File: src/rtl/aes_dom_sequencer.sv
// Host-side sequencer for the byte-serial masked DOM AES core: shares plaintext/key
// bytes into the core, then recombines the 16 shared ciphertext bytes it returns.
module aes_dom_sequencer #(
    parameter int N_share = 1,
    parameter int TIMEOUT = 1023
) (
    input  logic                     ClkxCI,
    input  logic                     RstxBI,
    input  logic [127:0]             PlainxDI,
    input  logic [127:0]             KeyxDI,
    input  logic                     InValidxSI,
    output logic                     InReadyxSO,
    input  logic [16*N_share-1:0]    MaskxDI,
    output logic [127:0]             CipherxDO,
    output logic                     OutValidxSO,
    input  logic                     OutReadyxSI,
    output logic [8*(N_share+1)-1:0] AesPTxDO,
    output logic [8*(N_share+1)-1:0] AesKxDO,
    output logic                     AesStartxSO,
    input  logic                     AesDonexSI,
    input  logic [8*(N_share+1)-1:0] AesCxDI,
    output logic                     ErrorxSO
);

    localparam int SHARES = N_share + 1;
    localparam int TW = $clog2(TIMEOUT + 1);
    localparam logic [TW-1:0] TIMEOUT_LAST = TW'(TIMEOUT - 1);

    typedef enum logic [2:0] {IDLE, LOAD, WAIT, COLLECT, OUT} state_t;

    state_t         state, stateNext;
    logic [127:0]   ptReg, keyReg, cipherReg;
    logic [3:0]     cnt;
    logic [TW-1:0]  timer;
    logic           errorReg;
    logic           accept, capture, errSet, abort;
    logic [7:0]     ptByte, keyByte, ptShare0, keyShare0, unmasked;

    always_ff @(posedge ClkxCI or negedge RstxBI) begin
        if (!RstxBI) begin
            state     <= IDLE;
            ptReg     <= '0;
            keyReg    <= '0;
            cipherReg <= '0;
            cnt       <= '0;
            timer     <= '0;
            errorReg  <= 1'b0;
        end else begin
            state <= stateNext;
            if (accept) begin
                ptReg  <= PlainxDI;
                keyReg <= KeyxDI;
            end
            if (state == LOAD || capture) begin
                cnt <= cnt + 4'd1;
            end else begin
                cnt <= '0;
            end
            if (state == WAIT) begin
                timer <= timer + TW'(1);
            end else begin
                timer <= '0;
            end
            // Byte index counts from the MSB end, so ~cnt selects byte cnt.
            if (capture) begin
                cipherReg[{~cnt, 3'b000} +: 8] <= unmasked;
            end else if (abort) begin
                cipherReg <= '0;
            end
            if (errSet) begin
                errorReg <= 1'b1;
            end else if (accept) begin
                errorReg <= 1'b0;
            end
        end
    end

    always_comb begin
        stateNext = state;
        accept    = 1'b0;
        capture   = 1'b0;
        errSet    = 1'b0;
        abort     = 1'b0;
        case (state)
            IDLE: begin
                if (InValidxSI) begin
                    accept    = 1'b1;
                    stateNext = LOAD;
                end
                if (AesDonexSI) errSet = 1'b1;
            end
            LOAD: begin
                if (cnt == 4'd15) stateNext = WAIT;
                if (AesDonexSI) errSet = 1'b1;
            end
            WAIT: begin
                if (AesDonexSI) begin
                    capture   = 1'b1;
                    stateNext = COLLECT;
                end else if (timer == TIMEOUT_LAST) begin
                    errSet    = 1'b1;
                    stateNext = IDLE;
                end
            end
            COLLECT: begin
                if (AesDonexSI) begin
                    capture = 1'b1;
                    if (cnt == 4'd15) stateNext = OUT;
                end else begin
                    errSet    = 1'b1;
                    abort     = 1'b1;
                    stateNext = IDLE;
                end
            end
            OUT: begin
                if (OutReadyxSI) stateNext = IDLE;
                if (AesDonexSI) errSet = 1'b1;
            end
            default: stateNext = IDLE;
        endcase
    end

    // Share 0 absorbs every mask slice so the XOR of all shares is the raw byte.
    always_comb begin
        ptByte    = ptReg[{~cnt, 3'b000} +: 8];
        keyByte   = keyReg[{~cnt, 3'b000} +: 8];
        ptShare0  = ptByte;
        keyShare0 = keyByte;
        AesPTxDO  = '0;
        AesKxDO   = '0;
        if (state == LOAD) begin
            for (int i = 1; i < SHARES; i++) begin
                ptShare0         = ptShare0 ^ MaskxDI[8*(i-1) +: 8];
                keyShare0        = keyShare0 ^ MaskxDI[8*N_share + 8*(i-1) +: 8];
                AesPTxDO[8*i +: 8] = MaskxDI[8*(i-1) +: 8];
                AesKxDO[8*i +: 8]  = MaskxDI[8*N_share + 8*(i-1) +: 8];
            end
            AesPTxDO[7:0] = ptShare0;
            AesKxDO[7:0]  = keyShare0;
        end
    end

    always_comb begin
        unmasked = '0;
        for (int i = 0; i < SHARES; i++) begin
            unmasked = unmasked ^ AesCxDI[8*i +: 8];
        end
    end

    assign InReadyxSO  = (state == IDLE);
    assign OutValidxSO = (state == OUT);
    assign AesStartxSO = (state == LOAD) && (cnt == 4'd0);
    assign CipherxDO   = cipherReg;
    assign ErrorxSO    = errorReg;

endmodule

File: config.mk
export PLATFORM = sky130hd
export DESIGN_NAME = aes_dom_sequencer
export DESIGN_NICKNAME = d
export VERILOG_FILES = /design/src/rtl/aes_dom_sequencer.sv
export SDC_FILE = /design/constraint.sdc
export NUM_CORES = 1
export LEC_CHECK = 0
export ABC_CLOCK_PERIOD_IN_PS = 2470
export BUFFER_PORTS_ARGS = -buffer_cell sky130_fd_sc_hd__buf_4
export CAP_MARGIN = 0
export CORE_MARGIN = 2
export CORE_UTILIZATION = 55
export CTS_BUF_LIST = sky130_fd_sc_hd__clkbuf_4
export DETAILED_ROUTE_END_ITERATION = 8
export HOLD_SLACK_MARGIN = 0.05
export PLACE_DENSITY = 0.9
export SLEW_MARGIN = 15
export SYNTH_ARGS = -nofsm -noshare
export SYNTH_HDL_FRONTEND = slang
export SYNTH_SLANG_ARGS = --single-unit
File: constraint.sdc
create_clock -name ClkxCI -period 2.47 [get_ports ClkxCI]
set_input_delay 0.1235 -clock ClkxCI [delete_from_list [all_inputs] [get_ports ClkxCI]]
set_output_delay 0.1235 -clock ClkxCI [all_outputs]
set_load 0.005 [all_outputs]
==> results of run 1 <==
sequential cells by signal, indices dropped and copies added (netlist names):
signal / count
CipherxDO: 128
state: 3
cnt: 4
ptReg: 128
ErrorxSO: 1
keyReg: 128
timer: 10
final cells by class:
class / instances / share of cell area, %
Timing Repair Buffer: 834 / 27.1
Clock inverter: 28 / 0.793
Tap cell: 442 / 2.03
Inverter: 7 / 0.105
Clock buffer: 141 / 3.88
Sequential cell: 402 / 36.9
Multi-Input combinational cell: 787 / 29.0
Antenna cell: 17 / 0.156
cells by family after synthesis:
kind of cell / after synthesis / share of synthesized area (%)
AOI/OAI and AO/OA: 113 / 4.64
xor gates and xnor gates: 19 / 1.07
adders and majority gates: 5 / 0.346
buffers and inverters: 83 / 2.42
DFF: 402 / 55.7
muxes: 418 / 29.4
and+or+nand+nor: 231 / 6.51
critical path: stages, from the launching register on:
cell and delay, ns:
dfrtp_4 0.50, buf_12 0.16, buf_12 0.13, buf_12 0.13, mux4_2 0.50, a22oi_2 0.53
nand3_1 0.18, a21oi_1 0.22, buf_4 0.15
per-layer routing:
layer	vias to the layer above	share of wire [%]	wire length [um]
met5	-	0	0
met4	0	10	7980
met3	623	12	9270
met2	1811	46	37100
met1	8152	32	25600
li1	6433	-	-
synth_stat cells (all sizes together):
library cell,number
o31ai,1
nand2b,4
a22o,30
and3b,2
o21a,1
or3,4
a22oi,32
o21ai,2
mux4,64
xor2,5
mux2i,98
dfrtp,402
nor4bb,1
nand4,1
nor2b,5
a21oi,22
a31oi,2
buf,50
xnor2,14
nor4,1
a32o,1
ha,5
o31a,2
clkbuf,26
nand4b,2
mux2,256
and2,18
a31o,1
nor3,13
or3b,1
nor4b,1
a221oi,1
a21o,17
nand3,25
and2b,1
nor2,29
or2,2
nand2,117
nand3b,1
inv,7
or4,2
o22ai,1
and3,1
power breakdown:
part | switching, mW | internal (mW) | total, mW
clock | 3.25 | 3.03 | 6.28
combinational | 6.08 | 6.54 | 12.6
sequential | 2.26 | 9.02 | 11.3
stage by stage:
stage	area (um^2)	worst slack, ns	utilization, %	total power [mW]
floorplan	18100	0.263	-	16.5
global placement	22300	0.145	68.8	19.4
detailed placement	22300	0.0571	68.8	20.0
CTS	26800	-0.453	82.7	26.9
global route	27300	-1.05	84.1	30.8
finish	27300	-0.904	84.1	30.2
what timing repair did:
| item | in CTS | in global routing |
|---|---|---|
| pin swaps | 12 | 21 |
| endpoints found under the setup margin | 17 | 74 |
| gates resized for setup | 43 | 46 |
| cloned | 3 | 1 |
| setup buffers | 11 | 23 |
| hold buffers | 282 | 0 |
| endpoints found under the hold margin | 726 | 0 |
worst max-delay path by stage:
stage | from | cells past startpoint | end | slack (ns)
6_report | cnt[0]$_DFF_PN0_ | 8 | AesKxDO[4] | -0.90
5_1_grt | cnt[0]$_DFF_PN0_ | 8 | AesKxDO[4] | -1.05
4_1_cts | cnt[0]$_DFF_PN0_ | 8 | AesKxDO[0] | -0.45
3_5_place_dp | cnt[0]$_DFF_PN0_ | 6 | CipherxDO[104]$_DFFE_PN0P_ | 0.06
3_3_place_gp | cnt[0]$_DFF_PN0_ | 6 | AesKxDO[7] | 0.15
2_1_floorplan | cnt[0]$_DFF_PN0_ | 7 | CipherxDO[39]$_DFFE_PN0P_ | 0.26
==> summary.md, run 1 <==
| Metric | Value |
|---|---|
| Core ar. | 0.0325 mm^2 |
| Crit path launch type | flop |
| Wire per inst | 30.1 um |
| Unrepaired setup endpoints after global routing | yes |
| Fin nets | 2,431 |
| Hold depth | 5 |
| Met1 usage | 46.6% |
| Synth Warn # | 0 |
| Clock sinks | 402 |
| P per Cell Area | 1110 mW/mm^2 |
| Area of the mapped netlist | 0.0181 mm^2 |
| Reg2Reg Depth | 8 |
| Post-Synthesis Cells | 1,271 |
| Detailed placement HPWL | 38,500 um |
| Initial Utilization | 55.7% |
| Rel. slew slack | 48.4% |
| Total Neg Setup Slack | -9.84 ns |
| Remaining DRCs | 0 |
| Num CTS Buffers | 101 |
| Worst-margin pin slew | 0.764 ns |
| Root buffer cell | clkbuf_4 |
| Antenna-violating nets left | 0 |
| Final Slew Violations | 0 |
| Clock Latency Late Sink | 0.81 ns |
| Static leakage | 12.5 nW |
| RD Place Congestion | 0.880 |
| Vias in the first global route | 17,900 |
| CTS tree | built |
| Max VDD drop | 0.000756 V |
| Dominant cell type by area after synthesis | dfrtp_1 |
| R2r setup slk | 0.03 ns |
| Fmax | 296 MHz |
| RR Startpoint | cnt[0]$_DFF_PN0_ |
| Worst Hold Launch | AesCxDI[10] |
| Most frequent cells in the layout | 517 x buf_4, 396 x dfrtp_1, 281 x dlygate4sd3_1, 256 x mux2_2, 141 x clkbuf_4 |
| Final Non-Filler Cells | 2,658 |
| CP Class | reg2out |
| GR met3 Demand/Resource | 13.8% |
| Layout Skew | 0.101 ns |
| # H-tree levels | 3 |
| Hold Crit Class | in2reg |
| Synthesis-to-finish area growth | 51.1% |
| Max-Cap Viols | 0 |
| Sequential area share after synthesis | 55.7% |
| Vias/cell | 6.40 |
| Final worst-path cycle share | 137% |
| Commonest non-fill, non-tap cell in the layout | buf_4 |
| Die height | 185 um |
| Final Hold Viols | 0 |
| Critical path required time | 2.35 ns |
| Ratio of cells with drive above 1 in the final layout | 50.9% |
| Min-Delay Endpoint | CipherxDO[58]$_DFFE_PN0P_ |
| Via count | 17,000 |
| Fin worst setup slack | -0.904 ns |
| Yosys reg bits | 402 |
| Final global-route overflow total | 0 |
| DR iter-0 viols | 1,846 |
| Area of the multi-input gates | 0.00793 mm^2 |
| Initial antenna violation count | 16 |
| Failing checks | negative setup slack |
| Chip Width | 185 um |
| Reg area | 0.0101 mm^2 |
| Port Buf Inserts | 456 |
| Worst Path Max Fanout | 5 |
| Netlist cell types | 60 |
| Overall routing resource usage | 42.8% |
| Clock-pin slew on the worst setup and hold paths | 0.08 ns |
| Rows | 66 |
| Setup violations, final | 16 |
| GR peak layer | met2 |
| Grt met2 use | 69.0% |
| CP Capture Type | primary output |
| First-pass detailed-route iteration total | 7 |
| Post-Syn Area per Cell | 14.2 um^2 |
| Largest net degree at the start of global routing | 99 |
| Crit path time final | 3.37 ns |
| Hold Worst Slack | 0.0536 ns |
| Die Area | 0.0343 mm^2 |
| CTS max path bufs | 3 |
| Detailed-route wire length | 79,900 um |
| Mapped Nets | 1,569 |
| First-pass GRT wire length | 108,000 um |
| WP data arrival | 3.25 ns |
| I/O pin cnt | 457 |
| RR Endpoint | CipherxDO[122]$_DFFE_PN0P_ |
| Area contributors post-synth | dfrtp_1 56%, mux2_2 16%, mux4_2 8.0% |
| Number of fill cells | 1,359 |
| Synth top area share | 55.7% |
| Status | finished with violations |
| Inst Count DP | 2,152 |
No activity file was read; power rests on OpenSTA's default activity.
==> inputs of run 2 (changes only) <==
--- a/config.mk
+++ b/config.mk
@@ -5,15 +5,17 @@
 export SDC_FILE = /design/constraint.sdc
 export NUM_CORES = 1
 export LEC_CHECK = 0
-export ABC_CLOCK_PERIOD_IN_PS = 2470
+export ABC_CLOCK_PERIOD_IN_PS = 4300
 export BUFFER_PORTS_ARGS = -buffer_cell sky130_fd_sc_hd__buf_4
 export CAP_MARGIN = 0
+export CELL_PAD_IN_SITES_DETAIL_PLACEMENT = 2
+export CELL_PAD_IN_SITES_GLOBAL_PLACEMENT = 2
 export CORE_MARGIN = 2
-export CORE_UTILIZATION = 55
+export CORE_UTILIZATION = 40
 export CTS_BUF_LIST = sky130_fd_sc_hd__clkbuf_4
 export DETAILED_ROUTE_END_ITERATION = 8
 export HOLD_SLACK_MARGIN = 0.05
-export PLACE_DENSITY = 0.9
+export PLACE_DENSITY = 0.95
 export SLEW_MARGIN = 15
 export SYNTH_ARGS = -nofsm -noshare
 export SYNTH_HDL_FRONTEND = slang
==> constraint.sdc (replaced) <==
create_clock -name ClkxCI -period 4.3 [get_ports ClkxCI]
set_input_delay 0.215 -clock ClkxCI [delete_from_list [all_inputs] [get_ports ClkxCI]]
set_output_delay 0.215 -clock ClkxCI [all_outputs]
set_load 0.005 [all_outputs]
==> run 2 against run 1 <==
The run now fails in global routing (5_1_grt); synthesized area did not move; synthesized cell count did not move.
==> summary.md, run 2 <==
| Metric | Value |
|---|---|
| Port Buf Inserts | 456 (unchanged) |
| Grt repair worst endpoint | AesKxDO[3] |
| Root buffer cell | clkbuf_4 |
| Initial Utilization | 40.7% (-15 points) |
| Yosys reg bits | 402 (unchanged) |
| Detailed placement HPWL | 52,400 um (+36%) |
| Post-Syn Area per Cell | 14.2 um^2 (unchanged) |
| Area contributors post-synth | dfrtp_1 56%, mux2_2 16%, mux4_2 8.0% |
| Sequential area share after synthesis | 55.7% (unchanged) |
| Most frequent cell after synthesis | dfrtp_1 |
| Top post-synthesis cells by count | 402 x dfrtp_1, 256 x mux2_2, 116 x nand2_1 |
| Die height | 217 um (+17%) |
| Synth top area share | 55.7% (unchanged) |
| Clock sinks | 402 (unchanged) |
| Initial antenna violation count | 47 |
| Dominant cell type by area after synthesis | dfrtp_1 |
| Largest net degree at the start of global routing | 107 |
| Synth Warn # | 0 (unchanged) |
| Post-Synth XOR/XNOR Area | 1.07% (unchanged) |
| Adder-Cell Fraction of Synth Area | 0.346% (unchanged) |
| Area of the mapped netlist | 0.0181 mm^2 (unchanged) |
| Status | stopped before the end |
| Mapped Nets | 1,569 (unchanged) |
| Post-Synthesis Cells | 1,271 (unchanged) |
| Chip Width | 217 um (+17%) |
| Final global-route overflow total | 656 |
| CTS resizes | 0 (-100%) |
| Ys flop type | dfrtp_1 |
| Overall routing resource usage | 85.9% |
| Complex-gate fraction of the synthesized area | 4.64% (unchanged) |
| CTS max path bufs | 3 (unchanged) |
| Rows | 77 (+17%) |
| Post-synthesis simple-gate area fraction | 6.51% (unchanged) |
| RD Place Congestion | 0.815 (-7.4%) |
| DP Worst Slack | 1.06 ns (+1.00 ns) |
| I/O pin cnt | 457 (unchanged) |
| EDFF count, synth | 0 (unchanged) |
| # H-tree levels | 3 (unchanged) |
| Failed at | global routing (5_1_grt) |
| Error | [ERROR GRT-0232] Routing congestion too high. Check the congestion heatmap in the GUI. |
| Num CTS Buffers | 108 (+6.9%) |
| Multiplexer share of the synthesized area | 29.4% (unchanged) |
| Netlist cell types | 60 (unchanged) |
| Largest family of logic cells by synthesized area | multiplexers |
| Worst_ep kind | output port |
| Ys async rst share | 100% (unchanged) |
-- run 2: through the flow --
step	instance area (um^2)	util, %	instances
2_1_floorplan	18100	-	1271
3_3_place_gp	22100	49.8	2267
3_5_place_dp	22100	49.8	2267
4_1_cts	26400	59.4	2744
-- run 2: cells by family after synthesis --
family	Yosys count
compound gates	113
xor+xnor	19
fa+ha+maj	5
buf+inv	83
flops	402
mux	418
simple gates	231
-- run 2: layer usage --
| metal | overflow | global-route usage, % |
|---|---|---|
| met4 | 295 | 92.7 |
| met1 | 6 | 84.6 |
| met3 | 11 | 74.2 |
| met5 | 1 | 30.2 |
| met2 | 343 | 98.9 |
-- run 2: repair_timing --
item                      4_1_cts
hold buffers                  283
setup buffers                   0
hold endpoints to repair      499
==> inputs of run 3 (changes only) <==
--- a/config.mk
+++ b/config.mk
@@ -8,14 +8,10 @@
 export ABC_CLOCK_PERIOD_IN_PS = 4300
 export BUFFER_PORTS_ARGS = -buffer_cell sky130_fd_sc_hd__buf_4
 export CAP_MARGIN = 0
-export CELL_PAD_IN_SITES_DETAIL_PLACEMENT = 2
-export CELL_PAD_IN_SITES_GLOBAL_PLACEMENT = 2
 export CORE_MARGIN = 2
 export CORE_UTILIZATION = 40
-export CTS_BUF_LIST = sky130_fd_sc_hd__clkbuf_4
 export DETAILED_ROUTE_END_ITERATION = 8
-export HOLD_SLACK_MARGIN = 0.05
-export PLACE_DENSITY = 0.95
+export PLACE_DENSITY_LB_ADDON = 0.15
 export SLEW_MARGIN = 15
 export SYNTH_ARGS = -nofsm -noshare
 export SYNTH_HDL_FRONTEND = slang
==> run 3 against run 2 <==
The flow now finishes without violations.
==> summary.md, run 3 (synthesis results as in run 1) <==
| Metric | Value |
|---|---|
| Status | complete, no violations |
| Fin nets | 2,279 |
| Initial Utilization | 40.7% (unchanged) |
| WP data arrival | 3.46 ns |
| Total Power | 15.7 mW |
| Wire per inst | 21.3 um |
| Hold Worst Slack | 0.140 ns |
| Port Buf Inserts | 456 (unchanged) |
| Final Slew Violations | 0 |
| Hold depth | 4 |
| Largest net degree at the start of global routing | 106 |
| RR Endpoint | CipherxDO[23]$_DFFE_PN0P_ |
| CTS tree | built |
| Ratio of cells with drive above 1 in the final layout | 45.0% |
| Rows | 77 (unchanged) |
| Chip Width | 217 um (unchanged) |
| Root buffer cell | clkbuf_16 |
| Worst Path Max Fanout | 42 |
| Commonest non-fill, non-tap cell in the layout | buf_4 |
| Worst Hold Launch | AesCxDI[7] |
| Setup violations, final | 0 |
| Final global-route overflow total | 0 |
| Die Area | 0.0469 mm^2 |
| Layout Skew | 0.0212 ns |
| Synthesis-to-finish area growth | 46.0% |
| Overall routing resource usage | 23.8% |
| Clock-pin slew on the worst setup and hold paths | 0.06 ns |
| CTS max path bufs | 3 (unchanged) |
| Fin worst setup slack | 0.630 ns |
| Most frequent cells in the layout | 473 x buf_4, 400 x dfrtp_1, 259 x dlygate4sd3_1, 256 x mux2_2, 116 x nand2_1 |
| Area after DPL | 0.0221 mm^2 (-0.11%) |
| Core ar. | 0.0444 mm^2 |
| Hold Crit Class | in2reg |
| Num CTS Buffers | 45 (-58%) |
| DP Worst Slack | 1.13 ns (+0.0714 ns) |
| # H-tree levels | 2 (-1) |
| Remaining DRCs | 0 |
| Vias in the first global route | 14,300 |
| Number of fill cells | 3,540 |
| P per Cell Area | 594 mW/mm^2 |
| Unrepaired setup endpoints after global routing | no |
| First-pass GRT wire length | 85,100 um |
| RD Place Congestion | 0.798 (-2.1%) |
| Min-Delay Endpoint | CipherxDO[87]$_DFFE_PN0P_ |
| Initial antenna violation count | 13 |
| Design Area, Final | 0.0264 mm^2 |
| Max-Cap Viols | 0 |
| Detailed placement HPWL | 38,000 um (-27%) |
| Crit path time final | 3.67 ns |
| Clock sinks | 402 (unchanged) |
| Final Non-Filler Cells | 2,619 |
| Met1 usage | 31.0% |
| Via count | 13,400 |
| Static leakage | 11.9 nW |
| Critical path required time | 4.09 ns |
| Rel. slew slack | 18.3% |
| First-pass detailed-route iteration total | 5 |
| Antenna-violating nets left | 0 |
| GR met3 Demand/Resource | 5.19% |
| RR Startpoint | cnt[0]$_DFF_PN0_ |
| Inst Count DP | 2,267 (unchanged) |
| Reg2Reg Depth | 5 |
| GR peak layer | met2 |
| Total Neg Setup Slack | 0 ns |
| Grt met2 use | 39.6% |
| DR iter-0 viols | 897 |
| Clock Latency Late Sink | 0.57 ns |
| Fmax | 272 MHz |
| Detailed-route wire length | 55,900 um |
| I/O pin cnt | 457 (unchanged) |
| CP Class | reg2out |
| Fin util | 59.4% |
| Worst-margin pin slew | 1.22 ns |
| R2r setup slk | 1.17 ns |
| Max VDD drop | 0.000407 V |
| Final worst-path cycle share | 85.4% |
| Final Hold Viols | 0 |
| Vias/cell | 5.12 |
| Die height | 217 um (unchanged) |
| Crit path launch type | flop |
| CP Capture Type | primary output |
-- run 3: power by group --
part           internal, mW  switching, mW
logic                  3.07           2.21
clock network          2.68           1.61
registers              5.18          0.927
total                  10.9           4.75
-- run 3: worst max-delay path by stage --
| stage | from | slack [ns] | endpoint | cells past startpoint |
|---|---|---|---|---|
| 3_5_place_dp | cnt[0]$_DFF_PN0_ | 1.13 | CipherxDO[23]$_DFFE_PN0P_ | 5 |
| 3_3_place_gp | cnt[0]$_DFF_PN0_ | 1.18 | AesPTxDO[1] | 6 |
| 2_1_floorplan | cnt[0]$_DFF_PN0_ | 2.09 | CipherxDO[39]$_DFFE_PN0P_ | 7 |
| 6_report | cnt[0]$_DFF_PN0_ | 0.63 | AesPTxDO[3] | 6 |
| 4_1_cts | cnt[0]$_DFF_PN0_ | 0.52 | AesPTxDO[1] | 6 |
| 5_1_grt | cnt[0]$_DFF_PN0_ | 0.37 | AesPTxDO[1] | 6 |
-- run 3: repair_timing --
| action | CTS | global route |
|---|---|---|
| gates resized for setup | 0 | 0 |
| buffers inserted | 0 | 0 |
| hold endpoints to repair | 354 | 0 |
| hold buffers | 259 | 0 |
-- run 3: routing by layer --
| metal | share of wire [%] | vias to the layer above | routed length (um) |
|---|---|---|---|
| li1 | - | 6074 | - |
| met2 | 49 | 440 | 27300 |
| met4 | 2.5 | 8 | 1400 |
| met5 | 0.088 | - | 49 |
| met1 | 42 | 6794 | 23700 |
| met3 | 6.2 | 92 | 3490 |
-- run 3: final cells by class --
class                   instances  area [um^2]  area share (%)
diodes                         10         25.0          0.0948
inverters                       7         26.3          0.0995
flip-flops and latches        402        10100            38.1
clock inverters                18          304            1.15
repair buffers                739         6280            23.8
multi-input cells             786         7590            28.8
well taps                     592          741            2.81
clock buffers                  65         1360            5.17
-- run 3: critical path, cell delays in order, from the launching register on --
cell	delay, ns
dfrtp_4	1.00
buf_4	0.46
mux4_2	0.56
a22oi_1	0.39
nand3_1	0.13
a21oi_1	0.19
buf_4	0.14
